## src/rtl/uart_cmd_pkg.sv

```systemverilog
// Shared opcodes, state encoding and fixed operand addresses for the UART
// command sequencer.
package uart_cmd_pkg;

    localparam logic [7:0] CMD_WR      = 8'hAA;
    localparam logic [7:0] CMD_RD      = 8'hBB;
    localparam logic [7:0] CMD_ALU_OP  = 8'hCC;
    localparam logic [7:0] CMD_ALU_NOP = 8'hDD;

    localparam int OPA_ADDR = 0;
    localparam int OPB_ADDR = 1;

    typedef enum logic [3:0] {
        ST_IDLE     = 4'd0,
        ST_WR_ADDR  = 4'd1,
        ST_WR_DATA  = 4'd2,
        ST_RD_ADDR  = 4'd3,
        ST_RD_WAIT  = 4'd4,
        ST_OP_A     = 4'd5,
        ST_OP_B     = 4'd6,
        ST_ALU_FUN  = 4'd7,
        ST_ALU_WAIT = 4'd8,
        ST_TX_RD    = 4'd9,
        ST_TX_LO    = 4'd10,
        ST_TX_HI    = 4'd11
    } state_e;

    // States in which a new RX byte cannot be consumed and counts as overrun.
    function automatic logic is_busy_state(input state_e s);
        return s inside {ST_RD_WAIT, ST_ALU_WAIT, ST_TX_RD, ST_TX_LO, ST_TX_HI};
    endfunction

    // States that are waiting for the next byte of a partially received frame.
    function automatic logic is_frame_state(input state_e s);
        return s inside {ST_WR_ADDR, ST_WR_DATA, ST_RD_ADDR, ST_OP_A, ST_OP_B, ST_ALU_FUN};
    endfunction

endpackage

```

## src/rtl/uart_cmd_timeout.sv

```systemverilog
// Inter-byte timeout counter: cleared by clr_i, counts while en_i, held at zero
// otherwise; expire_o flags the cycle the count reaches TIMEOUT_CYC-1.
module uart_cmd_timeout #(
    parameter int TIMEOUT_CYC = 65535
) (
    input  logic clk,
    input  logic reset,
    input  logic clr_i,
    input  logic en_i,
    output logic expire_o
);

    localparam int CNT_W = (TIMEOUT_CYC > 2) ? $clog2(TIMEOUT_CYC) : 1;

    logic [CNT_W-1:0] cnt_q;
    logic [CNT_W-1:0] cnt_d;

    assign expire_o = en_i && !clr_i && (cnt_q == CNT_W'(TIMEOUT_CYC - 1));

    always_comb begin
        cnt_d = cnt_q + 1'b1;
        if (clr_i || !en_i || expire_o) begin
            cnt_d = '0;
        end
    end

    always_ff @(posedge clk or posedge reset) begin
        if (reset) begin
            cnt_q <= '0;
        end else begin
            cnt_q <= cnt_d;
        end
    end

endmodule

```

## src/rtl/uart_cmd_ctrl.sv

```systemverilog
// UART command sequencer: decodes RX command frames into register-file and ALU
// transactions and returns results as TX bytes. Define CMD_TIMEOUT_EN for the inter-byte timeout.
module uart_cmd_ctrl
    import uart_cmd_pkg::*;
#(
    parameter int DATA_W      = 8,
    parameter int ADDR_W      = 4,
    parameter int FUN_W       = 4,
    parameter int TIMEOUT_CYC = 65535
) (
    input  logic                  clk,
    input  logic                  reset,
    input  logic [DATA_W-1:0]     rx_data,
    input  logic                  rx_valid,
    output logic                  rf_wr_en,
    output logic                  rf_rd_en,
    output logic [ADDR_W-1:0]     rf_addr,
    output logic [DATA_W-1:0]     rf_wr_data,
    input  logic [DATA_W-1:0]     rf_rd_data,
    input  logic                  rf_rd_valid,
    output logic                  alu_clk_en,
    output logic                  alu_en,
    output logic [FUN_W-1:0]      alu_fun,
    input  logic [2*DATA_W-1:0]   alu_out,
    input  logic                  alu_valid,
    output logic [DATA_W-1:0]     tx_data,
    output logic                  tx_valid,
    input  logic                  tx_ready,
    output logic                  cmd_err,
    output logic [3:0]            dbg_state
);

    // TX handshake: a byte transfers on a rising edge where tx_valid and tx_ready
    // are both high; until then tx_valid stays high and tx_data does not change.

    state_e              state_q, state_d;
    logic                rf_wr_en_q, rf_wr_en_d;
    logic                rf_rd_en_q, rf_rd_en_d;
    logic [ADDR_W-1:0]   rf_addr_q, rf_addr_d;
    logic [DATA_W-1:0]   rf_wr_data_q, rf_wr_data_d;
    logic                alu_clk_en_q, alu_clk_en_d;
    logic                alu_en_q, alu_en_d;
    logic                alu_start_q, alu_start_d;
    logic [FUN_W-1:0]    alu_fun_q, alu_fun_d;
    logic [DATA_W-1:0]   res_hi_q, res_hi_d;
    logic [DATA_W-1:0]   tx_data_q, tx_data_d;
    logic                tx_valid_q, tx_valid_d;
    logic                cmd_err_q, cmd_err_d;
    logic                tx_done;
    logic                timeout_hit;

    assign tx_done = tx_valid_q && tx_ready;

`ifdef CMD_TIMEOUT_EN
    logic frame_active;
    assign frame_active = is_frame_state(state_q);

    uart_cmd_timeout #(
        .TIMEOUT_CYC (TIMEOUT_CYC)
    ) u_timeout (
        .clk      (clk),
        .reset    (reset),
        .clr_i    (rx_valid),
        .en_i     (frame_active),
        .expire_o (timeout_hit)
    );
`else
    assign timeout_hit = 1'b0;
`endif

    always_comb begin
        state_d      = state_q;
        rf_wr_en_d   = 1'b0;
        rf_rd_en_d   = 1'b0;
        rf_addr_d    = rf_addr_q;
        rf_wr_data_d = rf_wr_data_q;
        alu_clk_en_d = alu_clk_en_q;
        alu_en_d     = alu_start_q;
        alu_start_d  = 1'b0;
        alu_fun_d    = alu_fun_q;
        res_hi_d     = res_hi_q;
        tx_data_d    = tx_data_q;
        tx_valid_d   = tx_valid_q;
        cmd_err_d    = 1'b0;

        case (state_q)
            ST_IDLE: begin
                if (rx_valid) begin
                    if (rx_data == DATA_W'(CMD_WR)) begin
                        state_d = ST_WR_ADDR;
                    end else if (rx_data == DATA_W'(CMD_RD)) begin
                        state_d = ST_RD_ADDR;
                    end else if (rx_data == DATA_W'(CMD_ALU_OP)) begin
                        state_d = ST_OP_A;
                    end else if (rx_data == DATA_W'(CMD_ALU_NOP)) begin
                        state_d = ST_ALU_FUN;
                    end else begin
                        cmd_err_d = 1'b1;
                    end
                end
            end
            ST_WR_ADDR: begin
                if (rx_valid) begin
                    rf_addr_d = rx_data[ADDR_W-1:0];
                    state_d   = ST_WR_DATA;
                end
            end
            ST_WR_DATA: begin
                if (rx_valid) begin
                    rf_wr_en_d   = 1'b1;
                    rf_wr_data_d = rx_data;
                    state_d      = ST_IDLE;
                end
            end
            ST_RD_ADDR: begin
                if (rx_valid) begin
                    rf_addr_d  = rx_data[ADDR_W-1:0];
                    rf_rd_en_d = 1'b1;
                    state_d    = ST_RD_WAIT;
                end
            end
            ST_RD_WAIT: begin
                if (rf_rd_valid) begin
                    tx_data_d  = rf_rd_data;
                    tx_valid_d = 1'b1;
                    state_d    = ST_TX_RD;
                end
            end
            ST_OP_A: begin
                if (rx_valid) begin
                    rf_addr_d    = ADDR_W'(OPA_ADDR);
                    rf_wr_data_d = rx_data;
                    rf_wr_en_d   = 1'b1;
                    state_d      = ST_OP_B;
                end
            end
            ST_OP_B: begin
                if (rx_valid) begin
                    rf_addr_d    = ADDR_W'(OPB_ADDR);
                    rf_wr_data_d = rx_data;
                    rf_wr_en_d   = 1'b1;
                    state_d      = ST_ALU_FUN;
                end
            end
            ST_ALU_FUN: begin
                // Clock gate opens first; alu_en follows one cycle later once it has settled.
                if (rx_valid) begin
                    alu_clk_en_d = 1'b1;
                    alu_fun_d    = rx_data[FUN_W-1:0];
                    alu_start_d  = 1'b1;
                    state_d      = ST_ALU_WAIT;
                end
            end
            ST_ALU_WAIT: begin
                // Low result byte goes straight into tx_data; the high byte waits in res_hi_q.
                if (alu_valid) begin
                    res_hi_d     = alu_out[2*DATA_W-1:DATA_W];
                    tx_data_d    = alu_out[DATA_W-1:0];
                    tx_valid_d   = 1'b1;
                    alu_clk_en_d = 1'b0;
                    state_d      = ST_TX_LO;
                end
            end
            ST_TX_RD: begin
                if (tx_done) begin
                    tx_valid_d = 1'b0;
                    state_d    = ST_IDLE;
                end
            end
            ST_TX_LO: begin
                if (tx_done) begin
                    tx_data_d = res_hi_q;
                    state_d   = ST_TX_HI;
                end
            end
            ST_TX_HI: begin
                if (tx_done) begin
                    tx_valid_d = 1'b0;
                    state_d    = ST_IDLE;
                end
            end
            default: begin
                state_d = ST_IDLE;
            end
        endcase

        if (rx_valid && is_busy_state(state_q)) begin
            cmd_err_d = 1'b1;
        end

        if (timeout_hit) begin
            state_d      = ST_IDLE;
            cmd_err_d    = 1'b1;
            alu_clk_en_d = 1'b0;
        end
    end

    always_ff @(posedge clk or posedge reset) begin
        if (reset) begin
            state_q      <= ST_IDLE;
            rf_wr_en_q   <= 1'b0;
            rf_rd_en_q   <= 1'b0;
            rf_addr_q    <= '0;
            rf_wr_data_q <= '0;
            alu_clk_en_q <= 1'b0;
            alu_en_q     <= 1'b0;
            alu_start_q  <= 1'b0;
            alu_fun_q    <= '0;
            res_hi_q     <= '0;
            tx_data_q    <= '0;
            tx_valid_q   <= 1'b0;
            cmd_err_q    <= 1'b0;
        end else begin
            state_q      <= state_d;
            rf_wr_en_q   <= rf_wr_en_d;
            rf_rd_en_q   <= rf_rd_en_d;
            rf_addr_q    <= rf_addr_d;
            rf_wr_data_q <= rf_wr_data_d;
            alu_clk_en_q <= alu_clk_en_d;
            alu_en_q     <= alu_en_d;
            alu_start_q  <= alu_start_d;
            alu_fun_q    <= alu_fun_d;
            res_hi_q     <= res_hi_d;
            tx_data_q    <= tx_data_d;
            tx_valid_q   <= tx_valid_d;
            cmd_err_q    <= cmd_err_d;
        end
    end

    assign rf_wr_en   = rf_wr_en_q;
    assign rf_rd_en   = rf_rd_en_q;
    assign rf_addr    = rf_addr_q;
    assign rf_wr_data = rf_wr_data_q;
    assign alu_clk_en = alu_clk_en_q;
    assign alu_en     = alu_en_q;
    assign alu_fun    = alu_fun_q;
    assign tx_data    = tx_data_q;
    assign tx_valid   = tx_valid_q;
    assign cmd_err    = cmd_err_q;
    assign dbg_state  = state_q;

endmodule

```

## config.mk

```make
export PLATFORM = sky130hd
export DESIGN_NAME = uart_cmd_ctrl
export DESIGN_NICKNAME = d
export VERILOG_FILES = /design/src/rtl/uart_cmd_pkg.sv /design/src/rtl/uart_cmd_timeout.sv /design/src/rtl/uart_cmd_ctrl.sv
export SDC_FILE = /design/constraint.sdc
export NUM_CORES = 1
export LEC_CHECK = 0
export ABC_CLOCK_PERIOD_IN_PS = 3700
export BUFFER_PORTS_ARGS = -buffer_cell sky130_fd_sc_hd__buf_2
export CORE_MARGIN = 2
export CORE_UTILIZATION = 35
export DETAILED_ROUTE_END_ITERATION = 8
export PLACE_DENSITY_LB_ADDON = 0.15
export SLEW_MARGIN = 5
export SYNTH_ARGS = -nofsm -noshare
export SYNTH_HDL_FRONTEND = slang
export SYNTH_HIERARCHICAL = 1
export SYNTH_SLANG_ARGS = --single-unit
```

## constraint.sdc

```tcl
create_clock -name clk -period 3.7 [get_ports clk]
set_input_delay 0.74 -clock clk [delete_from_list [all_inputs] [get_ports clk]]
set_output_delay 0.74 -clock clk [all_outputs]
set_load 0.005 [all_outputs]
```

# Yosys cells after proc, flatten, opt, wreduce, memory -nomap -nowiden
# Cells that the tools add are included.
totals:
  reg_bits: 43
  latchBits: 0
  ramBits: 0
  rom_bits: 0
  in_bits: 38
  output_inout_bits: 34
  elab_cells: 101
  mem_count: 0
op_classes:
  add_sub_neg: 0
  n_mul: 0
  div_mod_pow: 0
  n_lt_le_gt_ge: 0
  n_eq_ne: 28
  shift: 0
  muxes: 41
  n_bitwise: 0
  n_reduce_logical: 19
op_table:
  columns: ["op", "n"]
  rows:
  - ["$mux 4", 17]
  - ["$pmux 4 s11", 1]
  - ["$eq 8x8->1 const B", 4]
  - ["$mux 8", 3]
  - ["$pmux 8 s3", 1]
  - ["$ne 2x2->1 const B", 10]
  - ["$eq 4x3->1 const B", 4]
  - ["$eq 4x4->1 const B", 4]
  - ["$mux 1", 16]
  - ["$pmux 4 s3", 1]
  - ["$reduce_and 12->1", 1]
  - ["$reduce_and 4->1", 3]
  - ["$reduce_bool 3->1", 3]
  - ["$eq 4x2->1 const B", 2]
  - ["$reduce_and 2->1", 3]
  - ["$ne 5x5->1 const B", 1]
  - ["$reduce_bool 5->1", 1]
  - ["$eq 4x1->1 const B", 1]
  - ["$logic_not 4->1", 1]
  - ["$ne 2x1->1 const B", 2]
  - ["$reduce_or 2->1", 2]
  - ["$pmux 1 s3", 1]
  - ["$reduce_and 3->1", 1]
  - ["$reduce_or 3->1", 1]
  - ["other kinds (3)", 4]

# Longest topological paths before layout
# Gate-level depths: netlist (run 1).
depth:
  depth_word: 8
  depth_mapped: 6
  ltp_nobuf: 4

# Worst setup path before layout (run 1)
# Ideal clock, no wire load.
synth_path:
  path_type: "in2reg"
  startpoint: "input rx_data[1]"
  endpoint: "register state_q[1] (netlist: dbg_state[1])"
  setup_time_ns: 0.095
  arrival_ns: 1.677
  required_time_ns: 3.605
  setup_slack_ns: 1.928
  stages: 4
  n_path_buf: 0
  path_cell_list: "nor4bb_1 -> o2111ai_1 -> and2_1 -> o31ai_1"
synth_via:
  elab_chain_len: 6
  elab_cells_between_ends: 11
  cone_classes: "eq/ne: 5; mux: 5; reduce/logical: 1"
synth_lines:
  columns: ["element", "line_no", "source"]
  rows:
  - ["start, declared", "uart_cmd_ctrl.sv:13", "input logic [DATA_W-1:0] rx_data,"]
  - ["$eq 8x8->1", "uart_cmd_ctrl.sv:93", "end else if (rx_data == DATA_W'(CMD_ALU_OP)) begin"]
  - ["$mux 4", "uart_cmd_ctrl.sv:93", null]
  - ["$mux 4", "uart_cmd_ctrl.sv:91", "end else if (rx_data == DATA_W'(CMD_RD)) begin"]
  - ["$mux 4", "uart_cmd_ctrl.sv:89", "if (rx_data == DATA_W'(CMD_WR)) begin"]
  - ["$mux 4", "uart_cmd_ctrl.sv:88", "if (rx_valid) begin"]
  - ["$pmux 4 s11", "uart_cmd_ctrl.sv:86", "case (state_q)"]
  - ["end signal, assigned", "uart_cmd_ctrl.sv:214", "state_q <= state_d;"]
  - ["end, declared", "uart_cmd_ctrl.sv:36", "state_e state_q, state_d;"]
# Parallel ways exist; a longest one is shown, timed or not. The select of a mux whose other input is x is not followed.
# A chain may end at the register's enable or synchronous reset.

# Worst setup path in the final report (run 1)
layout_path:
  startpoint: "register state_q[1] (netlist: dbg_state[1])"
  endpoint: "register tx_data_q[4] (netlist: tx_data[4])"
layout_via:
  elab_chain_len: 3
  elab_cells_between_ends: 9
  cone_classes: "eq/ne: 6; mux: 1; reduce/logical: 2"
layout_lines:
  columns: ["element", "line_no", "source"]
  rows:
  - ["$eq 4x4->1 / $eq 4x3->1 (equally long branches)", "uart_cmd_ctrl.sv:86", null]
  - ["$ne 2x2->1 (no line) / $reduce_bool 3->1 (equally long branches)", null, null]
  - ["$reduce_and 4->1 (no line)", null, null]
  - ["end signal, assigned", "uart_cmd_ctrl.sv:224", "tx_data_q <= tx_data_d;"]
  - ["end, declared", "uart_cmd_ctrl.sv:46", "logic [DATA_W-1:0] tx_data_q, tx_data_d;"]
# Parallel ways exist; a longest one is shown, timed or not.

==> results.md, run 1 <==
* Status: finished clean
* Worst path arrival time at 2.50 ns
* Die area at 6770 um2
* CTS root buffer: clkbuf_8
* Vias in the first global route at 1563
* Worst setup path startpoint: dbg_state[1]$_DFFE_PP0P_
* Most common cell after layout, fill and taps aside: buf_2
* Crit path cell chain: nor2_1 > o21a_4 > a211oi_4 > mux2i_1
* Postcts setup bufs at 0
* Initial antenna violation count at 0
* GRT Total Usage at 15.6%
* Routed vias at 1624
* Power Total at 1.96 mW
* Commonest non-fill, non-tap cells in the layout: 71 x buf_2, 43 x dfrtp_1, 18 x mux2i_1, 18 x mux2_1, 16 x nand2_1
* Min Tclk post-route at 2.28 ns
* Synth area leader: dfrtp_1
* Cts hold-fix bufs at 0
* TritonCTS clock tree: done
* Global-route wire length before repair at 7810 um
* Leakage at 1.30 nW
* Fillcell total at 569
* Fmax at 438 MHz
* # clock sinks at 43
* Share of layout cells above drive strength 1 at 34.6%
* Cell area after synthesis at 2140 um2
* I/O Pins at 72
* R2R depth at 4
* Vias per cell at 4.85
* Layout Nets at 297
* Core Area at 5920 um2
* Worst setup SP type: flop
* Pwr/cell area at 745 nW/um2
* Placed Cells at 327
* Peak supply drop at 0.302 mV
* PortBufs at 71
* Tightest Pin Transition at 0.978 ns
* Storage cell area at 1080 um2
* CP max FO at 25
* CTS HTree Levels at 2
* Fin. Hold Viols at 0
* Die H at 82.3 um
* Max-cap violations at 0
* Cts repair resizes at 0
* Drt total wl at 4820 um
* RSZ-0062 raised after global routing: false
* Synth top area share at 50.2%
* Critical Path End Type: flop
* Worst R2R Start: dbg_state[1]$_DFFE_PP0P_
* DRT iter0 DRCs at 116
* Dominant cells by area after synthesis: dfrtp_1 50%, mux2_1 9.5%, mux2i_1 8.4%
* Critical path's slowest cell: dfrtp_1
* Final period util at 61.7%
* Synth Instances at 188
* FP Rows at 28
* Post-synth net total at 226
* Required time of the critical path at 3.91 ns
* DP Area at 2550 um2
* Final WS setup at 1.42 ns
* Final Cell Area at 2630 um2
* Max Slew Vio Count at 0
* CTS Buf Count at 5
* Finish-stage setup viols at 0
* Layout Skew at 0.00337 ns
* Critical path class: flop to flop
* Synthesized area per cell at 11.4 um2
* Detail Route Antenna Nets at 0
* Yosys reg bits at 43
* RR Endpoint: tx_data[4]$_DFFE_PP0P_
* Setup TNS at 0 ns
* GRT Residual Overflow at 0
* P&R area growth vs syn at 22.9%
* Starting Density at 36.2%
* Post-synthesis sequential area ratio at 50.2%
* Clock tree buffer depth at 2
* Routed WL per cell at 14.4 um
* Clk Latency, worst-skew pair at 0.29 ns
* Min-Delay Path Class: flop to flop
* Register-to-register setup slack at 1.42 ns
* Post-route DRC at 0
* Number of library cell types mapped by synthesis at 43
* Ant diodes at 0
* Area of the multi-input gates at 982 um2
* Fin cells at 335
* RD Place Congestion at 0.782
* Setup Slack @ Placement at 1.44 ns
* Slowest stage delay, CP at 0.99 ns
* End of the critical path: tx_data[4]$_DFFE_PP0P_
* Die Width at 82.3 um
* Clock transition at the registers of the reported paths at 0.08 ns
* Synth Warn # at 6
* Hpwl dp at 3530 um
* Slew HR at 34.8%
* Largest net degree at the start of global routing at 44
* TritonRoute pass-1 iters at 4
[per-layer routing]
layer / vias up / GRT usage, % / share of wire [%]
li1: 804 / - / -
met3: 7 / 4.35 / 5.4
met5: - / 0 / 0
met1: 766 / 22.4 / 48
met2: 47 / 22.0 / 45
met4: 0 / 6.17 / 1.8
[registers in the layout, indices dropped and copies added (netlist names)]
name	cells
rf_addr	4
dbg_state	4
cmd_err	1
alu_fun	4
rf_rd_en	1
rf_wr_en	1
res_hi_q	8
alu_en	1
alu_en_d	1
tx_data	8
alu_clk_en	1
tx_valid	1
rf_wr_data	8
[synth_stat cells (all sizes together)]
library cell / instances
dfrtp: 43
mux2: 23
mux2i: 18
nand2: 16
o21ai: 13
inv: 12
nand2b: 7
buf: 6
nor2b: 5
nand3: 4
nor2: 4
nor3b: 4
a21oi: 3
nor3: 3
o31ai: 3
nor4: 2
nor4bb: 2
or2: 2
xnor2: 2
a211oi: 1
a21boi: 1
a21o: 1
a221o: 1
a22o: 1
and2: 1
clkbuf: 1
nand4: 1
o2111ai: 1
o211ai: 1
o21a: 1
o22ai: 1
o2bb2ai: 1
o311ai: 1
o32ai: 1
o41ai: 1
[critical path: cells and delay by family, from the launching register on]
family | cells | cell delay, ns
compound gates | 2 | 0.72
flops | 1 | 0.99
simple gates | 1 | 0.22
mux | 1 | 0.26
[metrics by stage]
step	hold WS [ns]	util (%)
finish	0.353	44.5
global route	0.362	44.5
CTS	0.354	44.5
detailed placement	0.336	43.1
global placement	0.333	43.1
floorplan	0.331	-
[power breakdown]
part | internal [mW] | leakage, nW | switching (mW)
registers | 0.664 | 0.528 | 0.184
logic | 0.439 | 0.733 | 0.389
clock network | 0.133 | 0.0422 | 0.154
total | 1.24 | 1.30 | 0.727
[layout make-up]
type | instances | share of cell area (%)
timing repair buffer | 71 | 13.5
sequential | 43 | 40.9
clock inverter | 1 | 0.190
clock buffer | 7 | 2.90
tap | 75 | 3.56
multi-input combinational | 126 | 37.3
inverter | 12 | 1.71
[cell families (layout without fill, tap and decap cells)]
logic type             count (synthesis)  count (layout)  share of synthesized area (%)
multiplexers                          41              41                           20.5
AND/OR/NAND/NOR                       51              51                           13.3
AO/OA/AOI/OAI                         32              32                           11.2
buffers and inverters                 19              91                           3.97
flip-flops                            43              43                           50.2
XOR/XNOR                               2               2                          0.817
[worst min-delay path by stage]
stage	end	start	slack, ns	cells past startpoint
after floorplan	alu_en$_DFF_PP0_	alu_en_d$_DFF_PP0_	0.33	0
after global placement	alu_en$_DFF_PP0_	alu_en_d$_DFF_PP0_	0.33	0
after detailed placement	alu_en$_DFF_PP0_	alu_en_d$_DFF_PP0_	0.34	0
after CTS	alu_en$_DFF_PP0_	alu_en_d$_DFF_PP0_	0.35	0
after global routing	alu_en$_DFF_PP0_	alu_en_d$_DFF_PP0_	0.36	0
final	alu_en$_DFF_PP0_	alu_en_d$_DFF_PP0_	0.35	0
Note: power is estimated with default switching activity, not from simulation.
==> run 2, diff against run 1 <==
Settings changed: ABC_AREA set to 1, ABC_CLOCK_PERIOD_IN_PS 3700 to 2400.
Clock period 3.7 ns to 2.4 ns, I/O delays scaled along.
==> run 2 against run 1 <==
Core utilization rose by 1.1 points. Critical path type unchanged. Register-to-register slack got worse by 0.67 ns. Final area rose by 3.1%. Sequential power rose by 49%. Synthesized cell count rose by 53%.
==> results.md, run 2 <==
* Status: finished clean
* Leakage at 1.54 nW
* Synth area leader: dfrtp_1
* Final Cell Area at 2720 um2
* Setup TNS at 0 ns
* GRT Residual Overflow at 0
* Post-route DRC at 0
* Worst path arrival time at 1.90 ns
* Detail Route Antenna Nets at 0
* Min-Delay Path Class: input port to asynchronous set/reset pin
* Worst setup SP type: flop
* Core Area at 5960 um2
* Cell area after synthesis at 2180 um2
* TritonRoute pass-1 iters at 6
* Ant diodes at 0
* Critical Path End Type: flop
* Setup Slack @ Placement at 0.756 ns
* I/O Pins at 72
* Synthesized area per cell at 7.60 um2
* Most used DFF post-synth: dfrtp_1
* Most common cell after layout, fill and taps aside: nand2_1
* Number of library cell types mapped by synthesis at 23
* Tightest Pin Transition at 0.692 ns
* CTS root buffer: clkbuf_8
* Slowest stage delay, CP at 0.53 ns
* Largest net degree at the start of global routing at 27
* Fmax at 604 MHz
* Max-cap violations at 0
* Clock transition at the registers of the reported paths at 0.09 ns
* PortBufs at 71
* Register-to-register setup slack at 0.74 ns
* FP Rows at 28
* Critical path's slowest cell: dfrtp_1
* Slew HR at 53.6%
* # clock sinks at 43
* Placed Cells at 431
* Die Width at 82.9 um
* Max Slew Vio Count at 0
* Fin cells at 439
* Synth Warn # at 6
* Post-synthesis sequential area ratio at 49.3%
* End of the critical path: tx_data[7]$_DFFE_PP0P_
* Min Tclk post-route at 1.66 ns
* Final period util at 69.0%
* Peak supply drop at 0.506 mV
* P&R area growth vs syn at 24.6%
* Hpwl dp at 4080 um
* Share of layout cells above drive strength 1 at 30.2%
* Layout Skew at 0.00632 ns
* Global-route wire length before repair at 8790 um
* Async SR Flop Fraction at 100%
* Synth Instances at 287
* Post-synth net total at 325
* Worst setup path startpoint: dbg_state[3]$_DFFE_PP0P_
* Finish-stage setup viols at 0
* CP max FO at 11
* Pwr/cell area at 1150 nW/um2
* Starting Density at 36.6%
* RSZ-0062 raised after global routing: false
* Required time of the critical path at 2.65 ns
* DP Area at 2620 um2
* GRT Total Usage at 15.6%
* CTS Buf Count at 5
* Clock tree buffer depth at 2
* Postcts setup bufs at 0
* Critical path class: flop to flop
* Cts repair resizes at 0
* Clk Latency, worst-skew pair at 0.30 ns
* Routed vias at 1981
* CTS HTree Levels at 2
* TritonCTS clock tree: done
* RR Endpoint: tx_data[7]$_DFFE_PP0P_
* Drt total wl at 5200 um
* Initial antenna violation count at 0
* Dominant cells by area after synthesis: dfrtp_1 49%, nand2_1 24%, nand3_1 5.3%
* Worst R2R Start: dbg_state[3]$_DFFE_PP0P_
* DRT iter0 DRCs at 89
* Fin util at 45.6%
* Die H at 82.9 um
* Yosys reg bits at 43
* Final WS setup at 0.743 ns
* Commonest non-fill, non-tap cells in the layout: 138 x nand2_1, 71 x buf_2, 43 x dfrtp_1, 23 x nand3_1
* CP most frequent cell: nand2_1
* EDFF count, synth at 0
* Die area at 6880 um2
* Vias in the first global route at 1893
* Most frequent cell after synthesis: nand2_1
* R2R depth at 8
* Vias per cell at 4.51
* Cts hold-fix bufs at 0
* Top post-synthesis cells by count: 138 x nand2_1, 43 x dfrtp_1, 23 x nand3_1, 17 x inv_1, 16 x nor2_1
* Crit path cell chain: inv_2 > nor2_4 > nand2_1 > nand2_1 > nand3_4 > inv_4 > nand2_1 > nand2_1
* Layout Nets at 401
* Routed WL per cell at 11.8 um
* Synth top area share at 49.3%
* Fin. Hold Viols at 0
* RD Place Congestion at 0.824
-- run 2: cell families after synthesis --
family | after synthesis | share of synthesized area (%)
simple gates | 194 | 38.2
flops | 43 | 49.3
buf+inv | 27 | 5.74
compound gates | 23 | 6.77
-- run 2: where the power goes --
group	total, mW	internal [mW]	switching, mW
registers	1.26	1.05	0.213
logic	1.38	0.558	0.823
clock network	0.478	0.208	0.270
total	3.12	1.81	1.31
-- run 2: layout make-up --
class / instances / area [um2]
inverters: 24 / 97.6
clock buffers: 5 / 68.8
flip-flops and latches: 43 / 1080
fillers: 634 / 3240
multi-input cells: 217 / 980
repair buffers: 72 / 375
clock inverters: 3 / 25.0
well taps: 75 / 93.8
-- run 2: through the flow --
step | power (mW) | hold WS [ns]
after floorplan | 2.20 | 0.331
after global placement | 2.66 | 0.334
after detailed placement | 2.67 | 0.370
after CTS | 3.16 | 0.198
after global routing | 3.42 | 0.216
final | 3.12 | 0.183
-- run 2: worst min path at each step --
stage / cells past startpoint / start / end / slack, ns
after CTS: 2 / reset / res_hi_q[0]$_DFFE_PP0P_ / 0.20
final: 2 / reset / res_hi_q[0]$_DFFE_PP0P_ / 0.18
after detailed placement: 0 / alu_en_d$_DFF_PP0_ / alu_en$_DFF_PP0_ / 0.37
after floorplan: 0 / alu_en_d$_DFF_PP0_ / alu_en$_DFF_PP0_ / 0.33
after global placement: 0 / alu_en_d$_DFF_PP0_ / alu_en$_DFF_PP0_ / 0.33
after global routing: 2 / reset / res_hi_q[0]$_DFFE_PP0P_ / 0.22
-- run 2: worst max-delay path, delay by kind of cell, from the launching register on --
family	cells	cell delay (ns)
DFF	1	0.53
and+or+nand+nor	6	0.87
buffers and inverters	2	0.21
-- run 2: metal layers --
metal,wire length [um],up-vias,part of all wire [%],GRT usage [%]
met5,0,-,0,0
met1,2520,880,48,21.5
met2,2320,48,45,23.6
met3,290,6,5.6,4.87
li1,-,1047,-,-
met4,70,0,1.3,4.62
